==> config.mk <==
export PLATFORM = sky130hd
export DESIGN_NAME = spiflash_reader
export DESIGN_NICKNAME = d
export VERILOG_FILES = /design/src/rtl/spiflash_pkg.sv /design/src/rtl/spiflash_bitengine.sv /design/src/rtl/spiflash_reader.sv
export SDC_FILE = /design/constraint.sdc
export NUM_CORES = 1
export LEC_CHECK = 0
export ABC_AREA = 1
export BUFFER_PORTS_ARGS = -buffer_cell sky130_fd_sc_hd__clkbuf_2
export CAP_MARGIN = 20
export CORE_ASPECT_RATIO = 0.75
export CORE_MARGIN = 3
export CORE_UTILIZATION = 25
export DETAILED_ROUTE_END_ITERATION = 12
export PLACE_DENSITY = 0.42
export SLEW_MARGIN = 20
export SYNTH_ARGS = -nofsm -noshare
export SYNTH_HDL_FRONTEND = slang
export SYNTH_HIERARCHICAL = 1
export SYNTH_SLANG_ARGS = --single-unit
==> constraint.sdc <==
create_clock -name clk -period 2.4 [get_ports clk]
set_input_delay 0.12 -clock clk [delete_from_list [all_inputs] [get_ports clk]]
set_output_delay 0.12 -clock clk [all_outputs]
set_load 0.1 [all_outputs]
==> src/rtl/spiflash_pkg.sv <==
// Shared constants, state encoding and byte-order helper for the SPI flash read initiator.
package spiflash_pkg;

  localparam logic [7:0] CMD_READ = 8'h03;
  localparam logic [7:0] CMD_WAKE = 8'hAB;

  typedef logic [2:0] state_t;

  localparam state_t ST_WAKE = 3'd0;
  localparam state_t ST_GAP  = 3'd1;
  localparam state_t ST_IDLE = 3'd2;
  localparam state_t ST_CMD  = 3'd3;
  localparam state_t ST_ADDR = 3'd4;
  localparam state_t ST_DATA = 3'd5;
  localparam state_t ST_DONE = 3'd6;

  // Serial data arrives first byte in [31:24]; the response wants it in [7:0].
  function automatic logic [31:0] byte_rev32(input logic [31:0] w);
    return {w[7:0], w[15:8], w[23:16], w[31:24]};
  endfunction

endpackage

==> src/rtl/spiflash_bitengine.sv <==
// Mode-0 SPI bit shifter: up to 32 bits MSB first, CLK_DIV clk cycles per SCK half.
// A start on the done cycle chains the next field seamlessly with csb held low.
module spiflash_bitengine
  import spiflash_pkg::*;
#(
  parameter int CLK_DIV = 1
) (
  input  logic        clk,
  input  logic        resetn,
  input  logic        start,
  input  logic [31:0] tx_bits,
  input  logic [5:0]  nbits,
  input  logic        capture,
  output logic        busy,
  output logic        done,
  output logic [31:0] rx_bits,
  output logic        flash_csb,
  output logic        flash_clk,
  output logic        flash_io0,
  input  logic        flash_io1
);

  localparam int DW = $clog2(CLK_DIV) + 1;
  localparam logic [DW-1:0] DIV_LAST = DW'(CLK_DIV - 1);

  logic          busy_q;
  logic          csb_q;
  logic          sclk_q;
  logic [31:0]   shreg;
  logic [5:0]    bit_cnt;
  logic [DW-1:0] div_cnt;
  logic [31:0]   rx_q;
  logic          half_end;

  assign half_end = busy_q && (div_cnt == DIV_LAST);
  assign done     = half_end && sclk_q && (bit_cnt == 6'd1);

  always_ff @(posedge clk or negedge resetn) begin
    if (!resetn) begin
      busy_q  <= 1'b0;
      csb_q   <= 1'b1;
      sclk_q  <= 1'b0;
      shreg   <= '0;
      bit_cnt <= '0;
      div_cnt <= '0;
      rx_q    <= '0;
    end else if (start) begin
      busy_q  <= 1'b1;
      csb_q   <= 1'b0;
      sclk_q  <= 1'b0;
      shreg   <= tx_bits;
      bit_cnt <= nbits;
      div_cnt <= '0;
    end else if (busy_q) begin
      if (!half_end) begin
        div_cnt <= div_cnt + 1'b1;
      end else begin
        div_cnt <= '0;
        if (!sclk_q) begin
          // Rising SCK: the flash has had a full low half to settle MISO.
          sclk_q <= 1'b1;
          if (capture) rx_q <= {rx_q[30:0], flash_io1};
        end else begin
          sclk_q <= 1'b0;
          if (bit_cnt == 6'd1) begin
            busy_q <= 1'b0;
            csb_q  <= 1'b1;
            shreg  <= '0;
          end else begin
            shreg   <= {shreg[30:0], 1'b0};
            bit_cnt <= bit_cnt - 6'd1;
          end
        end
      end
    end
  end

  assign busy      = busy_q;
  assign rx_bits   = rx_q;
  assign flash_csb = csb_q;
  assign flash_clk = sclk_q;
  assign flash_io0 = shreg[31];

endmodule

==> src/rtl/spiflash_reader.sv <==
// SPI flash READ initiator: wakes the flash after reset, then serves one 32-bit word per request.
// rsp_valid pulses 1+128*CLK_DIV cycles after accept; req_ready only in IDLE, responses have no backpressure.
module spiflash_reader
  import spiflash_pkg::*;
#(
  parameter int CLK_DIV = 1,
  parameter int CSB_GAP = 2
) (
  input  logic        clk,
  input  logic        resetn,
  input  logic        req_valid,
  output logic        req_ready,
  input  logic [23:0] req_addr,
  output logic        rsp_valid,
  output logic [31:0] rsp_data,
  output logic        flash_csb,
  output logic        flash_clk,
  output logic        flash_io0,
  input  logic        flash_io1
);

  localparam int GW = $clog2(CSB_GAP + 1) + 1;
  // The DONE cycle already has csb high, so it counts toward the gap after a read.
  localparam logic [GW-1:0] GAP_WAKE = GW'(CSB_GAP - 1);
  localparam logic [GW-1:0] GAP_DONE = GW'((CSB_GAP >= 2) ? (CSB_GAP - 2) : 0);

  state_t        state;
  logic [23:0]   addr_q;
  logic [GW-1:0] gap_cnt;
  logic          rsp_valid_q;
  logic [31:0]   rsp_data_q;

  logic          eng_start;
  logic [31:0]   eng_tx;
  logic [5:0]    eng_nbits;
  logic          eng_busy;
  logic          eng_done;
  logic [31:0]   eng_rx;

  always_comb begin
    eng_start = 1'b0;
    eng_tx    = '0;
    eng_nbits = '0;
    case (state)
      ST_WAKE: begin
        eng_start = !eng_busy;
        eng_tx    = {CMD_WAKE, 24'h0};
        eng_nbits = 6'd8;
      end
      ST_IDLE: begin
        eng_start = req_valid;
        eng_tx    = {CMD_READ, 24'h0};
        eng_nbits = 6'd8;
      end
      ST_CMD: begin
        eng_start = eng_done;
        eng_tx    = {addr_q, 8'h00};
        eng_nbits = 6'd24;
      end
      ST_ADDR: begin
        eng_start = eng_done;
        eng_tx    = 32'h0;
        eng_nbits = 6'd32;
      end
      default: ;
    endcase
  end

  always_ff @(posedge clk or negedge resetn) begin
    if (!resetn) begin
      state       <= ST_WAKE;
      addr_q      <= '0;
      gap_cnt     <= '0;
      rsp_valid_q <= 1'b0;
      rsp_data_q  <= '0;
    end else begin
      rsp_valid_q <= 1'b0;
      case (state)
        ST_WAKE: if (eng_done) begin
          state   <= ST_GAP;
          gap_cnt <= GAP_WAKE;
        end
        ST_GAP: begin
          if (gap_cnt == '0) state <= ST_IDLE;
          else               gap_cnt <= gap_cnt - 1'b1;
        end
        ST_IDLE: if (req_valid) begin
          state  <= ST_CMD;
          addr_q <= req_addr;
        end
        ST_CMD:  if (eng_done) state <= ST_ADDR;
        ST_ADDR: if (eng_done) state <= ST_DATA;
        ST_DATA: if (eng_done) begin
          state       <= ST_DONE;
          rsp_valid_q <= 1'b1;
          rsp_data_q  <= byte_rev32(eng_rx);
        end
        ST_DONE: begin
          if (CSB_GAP == 1) begin
            state <= ST_IDLE;
          end else begin
            state   <= ST_GAP;
            gap_cnt <= GAP_DONE;
          end
        end
        default: state <= ST_WAKE;
      endcase
    end
  end

  assign req_ready = (state == ST_IDLE);
  assign rsp_valid = rsp_valid_q;
  assign rsp_data  = rsp_data_q;

  spiflash_bitengine #(
    .CLK_DIV (CLK_DIV)
  ) u_bitengine (
    .clk       (clk),
    .resetn    (resetn),
    .start     (eng_start),
    .tx_bits   (eng_tx),
    .nbits     (eng_nbits),
    .capture   (state == ST_DATA),
    .busy      (eng_busy),
    .done      (eng_done),
    .rx_bits   (eng_rx),
    .flash_csb (flash_csb),
    .flash_clk (flash_clk),
    .flash_io0 (flash_io0),
    .flash_io1 (flash_io1)
  );

endmodule
Yosys cells after proc, flatten, opt, wreduce, memory -nomap -nowiden
Index checks and enable logic that the tools add are counted.

Add/sub/neg operators: 3. Eq/ne operators: 15. Mux-type cells: 41. Bitwise logic cells: 3. Reductions and logical operators: 22.

Operators by type and width (count): $mux 32 (5); $pmux 32 s3 (1); $mux 6 (5); $mux 3 (7); $pmux 3 s7 (1); $mux 1 (19); $pmux 6 s3 (1); $ne 2x2->1 const B (8); $eq 3x3->1 const B (3); $pmux 3 s3 (1); $reduce_and 4->1 (2); $reduce_bool 2->1 (4); $eq 3x2->1 const B (2); $eq 6x1->1 const B (1); $logic_not 3->1 (2); $reduce_and 2->1 (3); $reduce_and 3->1 (2); $reduce_and 6->1 (1); $sub 6x1->6 const B (1); $reduce_and 5->1 (1); $reduce_or 2->1 (2); $eq 3x1->1 const B (1); $logic_and 1x1->1 (3); $not 1->1 (3); 5 further kinds (5).

Register bits: 137. Input bits: 28. Output and inout port bits: 37. Logic and storage cells: 96.

Depth between registers and ports, before layout
Gate-level depths: netlist (run 1).

Word-level depth: 7. Gate-level depth with buffers: 15.

Modules after synthesis
Netlist (run 1), hierarchy kept.

Modules (own cells, without submodules): spiflash_bitengine (times used 1, cells each 370, area each 3196.8 um2, seq. area each 1853.0 um2); spiflash_reader (times used 1, cells each 344, area each 2830.2 um2, seq. area each 1576.5 um2).

Least setup slack after synthesis (run 1)
No wires, ideal clock.

Kind: reg2reg. Start point: register u_bitengine.sclk_q (netlist: u_bitengine/flash_clk). End point: register u_bitengine.bit_cnt[1]. Setup time: 0.127 ns. Arrival: 2.277 ns. Slack: -0.004 ns. Stages on the path, launching flop included: 11. Cell sequence: dfrtp_1 > nand2_1 > nor2_1 > o21ai_0 > o211ai_1 > inv_2 > buf_4 > nand4_1 > nand2_2 > nand2_1 > o21ai_0.

Word-level cells in the longest chain between the ends: 5. Elaborated cells between the ends (all ways): 9. Classes of those cells: eq/ne (1); mux (2); reduce/logical (6).

RTL lines: from (decl) (line spiflash_bitengine.sv:28) `logic sclk_q;`; from (signal assigned) (line spiflash_bitengine.sv:42) `sclk_q <= 1'b0;`; from (signal assigned) (line spiflash_bitengine.sv:50) `sclk_q <= 1'b0;`; from (signal assigned) (line spiflash_bitengine.sv:61) `sclk_q <= 1'b1;`; $logic_and 1x1->1 (*) (2 in a row) (line spiflash_bitengine.sv:36) `assign done = half_end && sclk_q && (bit_cnt == 6'd1);`; via eng_done (line spiflash_reader.sv:37) `logic eng_done;`; $pmux 1 s3 (*) (line spiflash_reader.sv:44) `case (state)`; via eng_start (line spiflash_reader.sv:33) `logic eng_start;`; $ne 2x2->1 (no source line) / $reduce_bool 2->1 (equally long branches); $reduce_and 4->1 (no source line); to (signal assigned) (line spiflash_bitengine.sv:52) `bit_cnt <= nbits;`; to (signal assigned) (line spiflash_bitengine.sv:71) `bit_cnt <= bit_cnt - 6'd1;`; to (decl) (line spiflash_bitengine.sv:30) `logic [5:0] bit_cnt;`.

The timed path passes the listed nets; every way through them passes the cells marked *. A chain may end at the register's enable or synchronous reset.

Worst setup path after layout (run 1)
Start point: register u_bitengine.bit_cnt[1]. End point: register u_bitengine.bit_cnt[2].

Elaborated cells between the ends (all ways): 14. Classes of those cells: add/sub (1); eq/ne (2); mux (6); reduce/logical (5).

RTL lines (line): $eq 6x1->1 (*) (spiflash_bitengine.sv:36); $logic_and 1x1->1 (*) (spiflash_bitengine.sv:36); via eng_done (spiflash_reader.sv:37); $pmux 1 s3 (*) (spiflash_reader.sv:44); via eng_start (spiflash_reader.sv:33); $ne 2x2->1 (no source line) / $reduce_bool 2->1 (equally long branches); $reduce_and 4->1 (no source line).

The timed path passes the listed nets; every way through them passes the cells marked *. The select of a mux whose other input is x is not followed.

==> results by stage, run 1 <==
Run status:
- The run finished with clean final reports.

Layout:
- The post-layout instance area is 7640 um^2.
- The finished layout holds 1,128 standard cells, fillers aside.
- The repair_antennas step left the layout with diodes totalling 0.
- In the final layout, the share of cells above drive strength 1 is 0.162.
- The final layout contains 848 nets.
- The area added between synthesis and finish is 26.8%.

Yosys:
- The total standard cell area after synthesis is 6030 um^2.
- Of the total synthesized cell area, the portion taken by full adders, half adders and majority gates is 0.00830.
- The post-synthesis cell type with the largest combined area is dfrtp_1.
- The combinational family with the most area after synthesis is simple AND/OR/NAND/NOR gates.
- By area the synthesized netlist is led by dfrtp_1 (56%), nand2_1 (15%), nand3_1 (6.7%).
- After synthesis the netlist holds a flip-flop and latch count of 137.
- The number of enable-type register cells in the synthesized netlist is 0.
- The main flop type after synthesis is dfrtp_1.
- The async set-or-reset flop fraction in the synthesized netlist is 1.00.
- The compound-cell area share of the yosys netlist is 0.0573.
- The number of different library cells in the post-synthesis netlist is 34.
- The xor/xnor cell area share of the yosys netlist is 0.00291.
- The per-instance average area after synthesis is 8.44 um^2.
- The top-area cell type share of the netlist area is 0.565.
- The count of warnings emitted by yosys is 6.
- The proportion of synthesized area in mux cells is 0.00166.
- The simple-gate area share of the yosys netlist is 0.283.
- The cell count after synthesis is 714.
- For this run, the register share of the synthesized area comes to 0.569.

Worst hold path:
- The class of the tightest hold or removal check is in2reg.
- The worst hold path cell count is 3.
- The terminating pin of the worst hold path is addr_q[17].
- The origin of the worst min-delay path is req_valid.

Placed design:
- The detailed placement HPWL is 8970 um.
- Routability-driven placement finished with a final weighted congestion of 0.757.
- The count of buffers added on input and output ports is 64.
- The placed instance area is 6740 um^2.
- The number of cells after detailed placement is 1,070.

Clock tree:
- The maximum level of the CTS H-tree is 4.
- In this run, CTS created clock tree buffers numbering 17.
- For the worst-skew pair, the clock arrives at the later sink with an insertion delay of 420 ps.
- The register clock-pin slew on the reported worst setup and hold paths is 50 ps.
- TritonCTS built the clock tree.
- Counting every sink on the clock net gives 137.
- The longest clock path from root to sink contains 2 buffers.
- The root buffer selected by CTS is clkbuf_16.

STA:
- Adding up every negative setup slack in the final design gives 0 ps.
- The worst path needs 2160 ps of the cycle, external delays included.
- Setup violations remaining at the end of the flow were counted as 0.
- The number of failing hold endpoints at the final stage is 0.
- The actual transition at the worst max-transition pin is 642 ps.
- The period utilization is 0.900.
- Timing would allow up to 463 MHz.
- Setup repair after global routing left no endpoint under its margin.
- The total count of max-transition violations in the final report is 0.
- The normalized max-slew margin is 0.572.
- Final hold analysis gives a worst-case slack of 86.2 ps.
- For the final database, setup skew stands at 12.8 ps.

Die:
- The floorplan step set the die height to 140 um.
- Measured along the x axis, the die boundary spans 185 um.
- The floorplan step defined a die boundary enclosing 26,000 um^2.
- For this configuration, the core starts out at a cell density of 0.258.
- The floorplan has 48 rows.
- The core region area is 23,400 um^2.
- The number of top-level pins is 65.

Routing:
- Across all layers, the routed design uses 4,669 vias.
- Dividing the detail-routed via count by the number of cells gives 4.14.
- The number of routed nets with antenna violations is 0.
- Dividing the detail-routed wire length by the instance count gives 12.4 um.
- After the first detailed-routing iteration, the DRC count stood at 324.
- The routed design has 14,000 um of wire.
- The total DRC errors in the routed layout is 0.
- Before antenna repair, the detailed router went through 4 iterations.

Critical path:
- STA puts the critical path data required time at 2700 ps.
- For this run, the slowest stage of the critical path takes 380 ps.
- In this run the critical register-to-register path is captured at u_bitengine/bit_cnt[2].
- The maximum net fanout on the critical path is 30.
- The reg-to-reg setup timing slack is 240 ps.
- The worst setup path is launched from a flop.
- STA puts the critical path data arrival time at 2460 ps.
- The startpoint identified for the worst register-to-register timing path is u_bitengine/bit_cnt[1].
- The element type at the critical path end is a flop.
- Measured in cells, the most critical reg-to-reg path has a length of 12.
- The critical path is of the reg2reg type.
- The slowest stage of the critical path is the dfrtp_1 cell.
- Walking the worst path, the cells encountered are inv_1 -> ha_1 -> inv_1 -> nor2_1 -> nand3_1 -> nor2_1 -> o21ai_0 -> o211ai_1 -> buf_4 -> buf_4 -> mux2i_1 -> o21ai_1.

Global route:
- The total grt overflow is 0.
- The first global-routing pass estimated 23,900 um of wire.
- Entering global routing, the biggest net connects 65 pins.
- The number of global-route vias before repair is 4,646.
- The overall fraction of global-route tracks in use is 0.115.
- The initial antenna violation count is 0.

Run:
- The number of max-cap violations is 0.

Power:
- The total power is 9.08 mW.
- The worst-case IR drop observed on VDD is 0.556 mV.
- In this run the power density over the cells is 1190 nW/um^2.
- For this design the static power due to leakage is 4.07 nW.
[layout make-up]
| type | instances | area [um^2] |
|---|---|---|
| fillers | 2489 | 15700 |
| flip-flops and latches | 137 | 3430 |
| multi-input cells | 489 | 2180 |
| repair buffers | 107 | 777 |
| clock buffers | 22 | 494 |
| well taps | 300 | 375 |
| inverters | 64 | 248 |
| clock inverters | 9 | 136 |
[worst max-delay path by stage]
stage	start	end	slack (ps)	depth (start not counted)
floorplan	u_bitengine/flash_clk	u_bitengine/bit_cnt[1]	310	10
global placement	u_bitengine/bit_cnt[0]	u_bitengine/shreg[31]	110	13
detailed placement	u_bitengine/bit_cnt[1]	u_bitengine/bit_cnt[3]	120	15
CTS	u_bitengine/bit_cnt[0]	u_bitengine/shreg[31]	110	13
global route	u_bitengine/bit_cnt[1]	u_bitengine/bit_cnt[2]	9	12
finish	u_bitengine/bit_cnt[1]	u_bitengine/bit_cnt[2]	240	12
[flip-flops by register name, summed over array words and instances (netlist names)]
signal	count
u_bitengine/busy	1
u_bitengine/div_cnt	1
gap_cnt	3
u_bitengine/bit_cnt	6
state	3
rsp_data	32
rsp_valid	1
u_bitengine/flash_clk	1
u_bitengine/shreg	32
u_bitengine/flash_csb	1
u_bitengine/rx_bits	32
addr_q	24
[worst max-delay path, delay by kind of cell (launching register included)]
family,cells,cell delay (ps)
buf+inv,4,620
flops,1,380
simple gates,3,370
compound gates,3,310
mux,1,230
fa+ha+maj,1,140
[placed cells by master, fill, tap and decap left out, types with 2 or more instances in the layout]
| cell | netlist | routed |
|---|---|---|
| bufinv_16 | 0 | 3 |
| clkbuf_8 | 0 | 5 |
| nor2_1 | 72 | 72 |
| nand3_1 | 81 | 81 |
| dlygate4sd3_1 | 0 | 26 |
| nand2_1 | 237 | 237 |
| a21oi_1 | 34 | 34 |
| o21ai_0 | 26 | 26 |
| inv_2 | 6 | 5 |
| clkbuf_2 | 0 | 63 |
| ha_1 | 4 | 4 |
| a21oi_2 | 2 | 2 |
| conb_1 | 1 | 11 |
| inv_1 | 57 | 57 |
| clkinvlp_4 | 0 | 2 |
| clkbuf_16 | 0 | 17 |
| dfrtp_1 | 136 | 135 |
| xor2_1 | 2 | 2 |
| buf_4 | 8 | 12 |
| inv_6 | 1 | 3 |
| nand4_1 | 3 | 3 |
| nor2_2 | 3 | 3 |
| buf_12 | 0 | 5 |
[cells in the mapped netlist, types with 3 or more instances]
| cell | count |
|---|---|
| nand2_1 | 237 |
| nand4_1 | 3 |
| clkbuf_1 | 7 |
| a21oi_1 | 34 |
| inv_2 | 6 |
| nor2_1 | 72 |
| ha_1 | 4 |
| dfrtp_1 | 136 |
| buf_4 | 8 |
| buf_6 | 6 |
| inv_1 | 57 |
| nor2_2 | 3 |
| o21ai_0 | 26 |
| buf_2 | 12 |
| nand3_1 | 81 |
[cells by family (layout without fill, tap and decap cells)]
group	Yosys count	in the layout
adders and majority gates	4	4
DFF	137	137
muxes	1	1
AOI/OAI and AO/OA	66	66
buffers and inverters	98	202
other	1	11
and+or+nand+nor	405	405
xor gates and xnor gates	2	2
[stage by stage]
step,worst slack [ps],utilization
3_5_place_dp,117,0.288
3_3_place_gp,111,0.288
5_1_grt,8.56,0.327
2_1_floorplan,307,-
4_1_cts,106,0.327
6_report,239,0.327
[power breakdown]
group | switching (mW) | leakage (nW) | total (mW) | internal, mW
Clock | 1.03 | 0.305 | 2.80 | 1.78
Combinational | 1.96 | 2.06 | 2.93 | 0.966
Sequential | 0.382 | 1.71 | 3.34 | 2.96
Total | 3.37 | 4.07 | 9.08 | 5.70
[per-layer routing]
metal  share of wire  GRT usage  vias up  wire length (um)
met2            0.40      0.157       63              5620
met3           0.036     0.0325       16               502
li1                -          -     2446                 -
met4           0.013     0.0391        0               176
met1            0.55      0.172     2144              7710
met5               0          0        -                 0
[what timing repair did]
action	in CTS	in global routing
endpoints found under the setup margin	0	41
hold buffers	26	0
gates resized for setup	0	3
setup buffers	0	1
endpoints found under the hold margin	87	0
No activity file was read; power rests on OpenSTA's default activity.
==> run 2: changes to the inputs <==
--- a/config.mk
+++ b/config.mk
@@ -5,14 +5,13 @@
 export SDC_FILE = /design/constraint.sdc
 export NUM_CORES = 1
 export LEC_CHECK = 0
-export ABC_AREA = 1
 export BUFFER_PORTS_ARGS = -buffer_cell sky130_fd_sc_hd__clkbuf_2
 export CAP_MARGIN = 20
 export CORE_ASPECT_RATIO = 0.75
-export CORE_MARGIN = 3
+export CORE_MARGIN = 8
 export CORE_UTILIZATION = 25
 export DETAILED_ROUTE_END_ITERATION = 12
-export PLACE_DENSITY = 0.42
+export PLACE_DENSITY = 0.41
 export SLEW_MARGIN = 20
 export SYNTH_ARGS = -nofsm -noshare
 export SYNTH_HDL_FRONTEND = slang
==> run 2 against run 1 <==
The run now ends with setup timing left. Utilization grew 1.3 points. First-iteration DRC count shrank 34%. Synthesized cell count shrank 31%.
==> results by stage, run 2 <==
Run status:
- Run status: finished with violations (was finished clean).
- The checks that failed: setup timing.

Global route:
- The number of global-route vias before repair is 4,552 (was 4,646).
- The overall fraction of global-route tracks in use is 0.107 (was 0.115).
- The maximum number of pins on one net before global-route repair is 70 (was 65).
- The global-route wire length before repair was 25,800 um (was 23,900 um).
- The total grt overflow is 0 (unchanged).
- The initial antenna violation count is 0 (unchanged).

Clock tree:
- The maximum level of the CTS H-tree came to 4 (unchanged).
- The TritonCTS clock tree is yes (unchanged).
- The clock latency of the later-clocked register in the worst-skew pair is 430 ps (was 420 ps).
- The number of clock sinks seen by CTS is 137 (unchanged).
- The CTS buffer count came to 17 (unchanged).
- The maximum buffer depth of the clock tree was 2 (unchanged).
- The root buffer selected by CTS is clkbuf_16 (unchanged).
- The register clock-pin slew on the reported worst setup and hold paths was 60 ps (was 50 ps).

Run:
- The number of max-cap violations is 0 (unchanged).

Critical path:
- The maximum net fanout on the critical path is 8 (was 30).
- The element type at the critical path end was a flop (unchanged).
- The critical path arrival was 2920 ps (was 2460 ps).
- The required time of the worst setup path is 2700 ps (about the same).
- The critical path class is reg2reg (unchanged).
- The launching element type of the critical path is a flop (unchanged).

Layout:
- The number of fill cells in the layout is 2,487 (was 2,489).
- The area of the multi-input gates was 2860 um^2 (was 2180 um^2).
- The area added between synthesis and finish is 34.2% (was 26.8%).
- The post-layout instance count excluding filler cells was 963 (was 1,128).
- The sequential standard cell area was 3430 um^2 (unchanged).
- The number of nets in the layout is 647 (was 848).
- Most used cells in the layout excluding fill and tap cells: dfrtp_1 (135), clkbuf_2 (63), mux2_4 (41) (was nand2_1 (237), dfrtp_1 (135), nand3_1 (81)).
- The count of antenna diodes in the layout was 0 (unchanged).
- The most common cell after layout, fill and taps aside is dfrtp_1 (was nand2_1).
- The share of cells above drive strength 1 is 0.406 (was 0.162).

STA:
- The actual transition at the worst max-transition pin is 692 ps (was 642 ps).
- The period utilization is 1.09 (was 0.900).
- The final setup slack of the worst path is -220 ps (was 239 ps).
- The number of failing hold endpoints at the final stage is 0 (unchanged).
- The normalized max-slew margin was 0.539 (was 0.572).
- The worst hold-check slack is 84.7 ps (was 86.2 ps).
- RSZ-0062 raised after global routing: true (was false).
- The clock period minus worst slack is 2620 ps (was 2160 ps).
- The total count of max-transition violations in the final report is 0 (unchanged).
- The setup clock skew after layout is 19.9 ps (was 12.8 ps).
- The fmax is 382 MHz (was 463 MHz).
- The number of failing setup endpoints in the final timing report came to 103 (was 0).

Yosys:
- The number of different library cells in the post-synthesis netlist came to 52 (was 34).
- The post-synthesis cell type with the largest combined area is dfrtp_1 (unchanged).
- The number of enable-type register cells in the synthesized netlist is 0 (unchanged).
- Dominant cells by area after synthesis: dfrtp_1 (54%), mux2_4 (9.5%), mux2_2 (7.0%) (was dfrtp_1 (56%), nand2_1 (15%), nand3_1 (6.7%)).
- The sequential cell area fraction in the yosys report is 0.544 (was 0.569).
- The register bit count reported by yosys is 137 (unchanged).
- The main flop type after synthesis is dfrtp_1 (unchanged).
- The count of warnings emitted by yosys is 6 (unchanged).
- The total standard cell area after synthesis is 6300 um^2 (was 6030 um^2).
- The async set-or-reset flop fraction in the synthesized netlist is 1.00 (unchanged).
- The cell count after synthesis is 493 (was 714).
- The per-instance average area after synthesis was 12.8 um^2 (was 8.44 um^2).
- Most frequent cells after synthesis: dfrtp_1 (136), mux2_4 (40), mux2_2 (39), a21oi_1 (37), o211ai_1 (33) (was nand2_1 (237), dfrtp_1 (136), nand3_1 (81), nor2_1 (72), inv_1 (57)).
- The most frequent cell after synthesis is dfrtp_1 (was nand2_1).
- The top-area cell type share of the netlist area came to 0.540 (was 0.565).

Placed design:
- The number of port buffers is 64 (unchanged).
- The detailed placement HPWL is 10,100 um (was 8970 um).
- The placer congestion estimate was 0.716 (was 0.757).
- The number of cells after detailed placement is 896 (was 1,070).

Routing:
- The DRC marker count from the first detailed-route iteration is 214 (was 324).
- The overall via count from detail_route is 4,313 (was 4,669).
- The detailed-router iteration count before antenna repair came to 4 (unchanged).
- The routed wire length per instance is 16.7 um (was 12.4 um).
- The number of routed nets with antenna violations was 0 (unchanged).
- The ratio of routed vias to standard cells came to 4.48 (was 4.14).
- The final wirelength came to 16,100 um (was 14,000 um).
- The total DRC errors in the routed layout came to 0 (unchanged).

Worst hold path:
- The class of the tightest hold or removal check is in2reg (unchanged).

Power:
- The total power was 10.2 mW (was 9.08 mW).
- The maximum VDD drop was 0.550 mV (was 0.556 mV).
- The power density over the cells is 1210 nW/um^2 (was 1190 nW/um^2).
- The cell leakage power is 3.92 nW (was 4.07 nW).

Die:
- The overall die width came to 199 um (was 185 um).
- The core region area is 24,800 um^2 (was 23,400 um^2).
- The die outline height is 153 um (was 140 um).
- The starting density of the core is 0.254 (was 0.258).
- The number of standard-cell rows in the floorplan is 50 (was 48).
- The number of top-level pins is 65 (unchanged).
- The area enclosed by the die boundary is 30,600 um^2 (was 26,000 um^2).
==> run 2: cell count changes after synthesis, sizes merged, moves of 8 or more <==
cell | before | now
nand3 | 83 | 7
nor2 | 76 | 12
nand2 | 240 | 11
inv | 64 | 12
o21ai | 27 | 7
nor3 | 1 | 9
clkbuf | 7 | 21
a2bb2oi | 0 | 31
and2 | 0 | 21
o211ai | 1 | 33
mux2 | 0 | 88
==> run 2: worst paths after layout <==
| kind | start | to | slack, ps | depth (start not counted) |
|---|---|---|---|---|
| setup / recovery | u_bitengine/bit_cnt[1] | u_bitengine/rx_bits[30] | -220 | 12 |
| hold / removal | req_valid | state[0] | 80 | 3 |
| setup reg to reg | u_bitengine/bit_cnt[1] | u_bitengine/rx_bits[30] | -220 | 12 |
| hold reg to reg | rsp_data[13] | rsp_data[13] | 490 | 1 |
| max in group asynchronous | resetn | u_bitengine/flash_csb | 1340 | 3 |
| min in group asynchronous | resetn | addr_q[1] | 280 | 2 |
==> run 2: critical path, stage by stage (launching register included) <==
cell and delay (ps):
dfrtp_1 390, inv_2 80, ha_4 120, or4b_4 490, nor3_4 160, and2_4 180, nand2_2 50, a21boi_4 150
o2bb2ai_4 160, nor2_1 60, and3_4 200, clkbuf_16 180, mux2_2 260
==> run 2: area by class of cell <==
cell class	instances	share of cell area
inverter	12	0.00533
tap	338	0.0500
clock buffer	20	0.0516
clock inverter	9	0.0179
timing repair buffer	135	0.131
multi-input combinational	312	0.339
sequential	137	0.406
==> run 2: what timing repair did <==
item | CTS | global route
hold buffers | 26 | 0
gates resized for setup | 15 | 29
gates cloned | 2 | 2
endpoints found under the setup margin | 73 | 106
endpoints found under the hold margin | 91 | 0
buffers inserted | 5 | 5
pin swaps | 10 | 15
==> run 2: where the power goes <==
group / internal [mW] / leakage, nW / switching, mW / total, mW
sequential: 2.94 / 1.77 / 0.416 / 3.36
combinational: 1.94 / 1.86 / 2.23 / 4.18
clock: 1.72 / 0.286 / 0.977 / 2.69
==> run 2: per-layer routing <==
metal / global-route usage / vias to the layer above / part of all wire
li1: - / 2045 / -
met1: 0.151 / 2181 / 0.50
met2: 0.154 / 77 / 0.44
met3: 0.0305 / 10 / 0.047
met4: 0.0391 / 0 / 0.011
met5: 0 / - / 0
==> run 2: kinds of logic (layout without fill, tap and decap cells) <==
kind of cell,count (synthesis),in the layout,synth area share
compound gates,130,130,0.150
fa+ha+maj,4,4,0.00795
flops,137,137,0.544
mux,90,90,0.184
xor+xnor,1,1,0.00139
simple gates,76,76,0.0689
other cells,1,11,0.000595
buf+inv,54,176,0.0425
==> run 2: stage by stage <==
stage | instance area (um^2) | setup TNS [ps] | util | worst slack [ps]
final | 8460 | -13640 | 0.340 | -220
after global routing | 8460 | -22250 | 0.340 | -291
after CTS | 8250 | -9270 | 0.332 | -178
after detailed placement | 7230 | -12320 | 0.291 | -265
after global placement | 7230 | -8290 | 0.291 | -178
after floorplan | 6490 | -32620 | - | -546
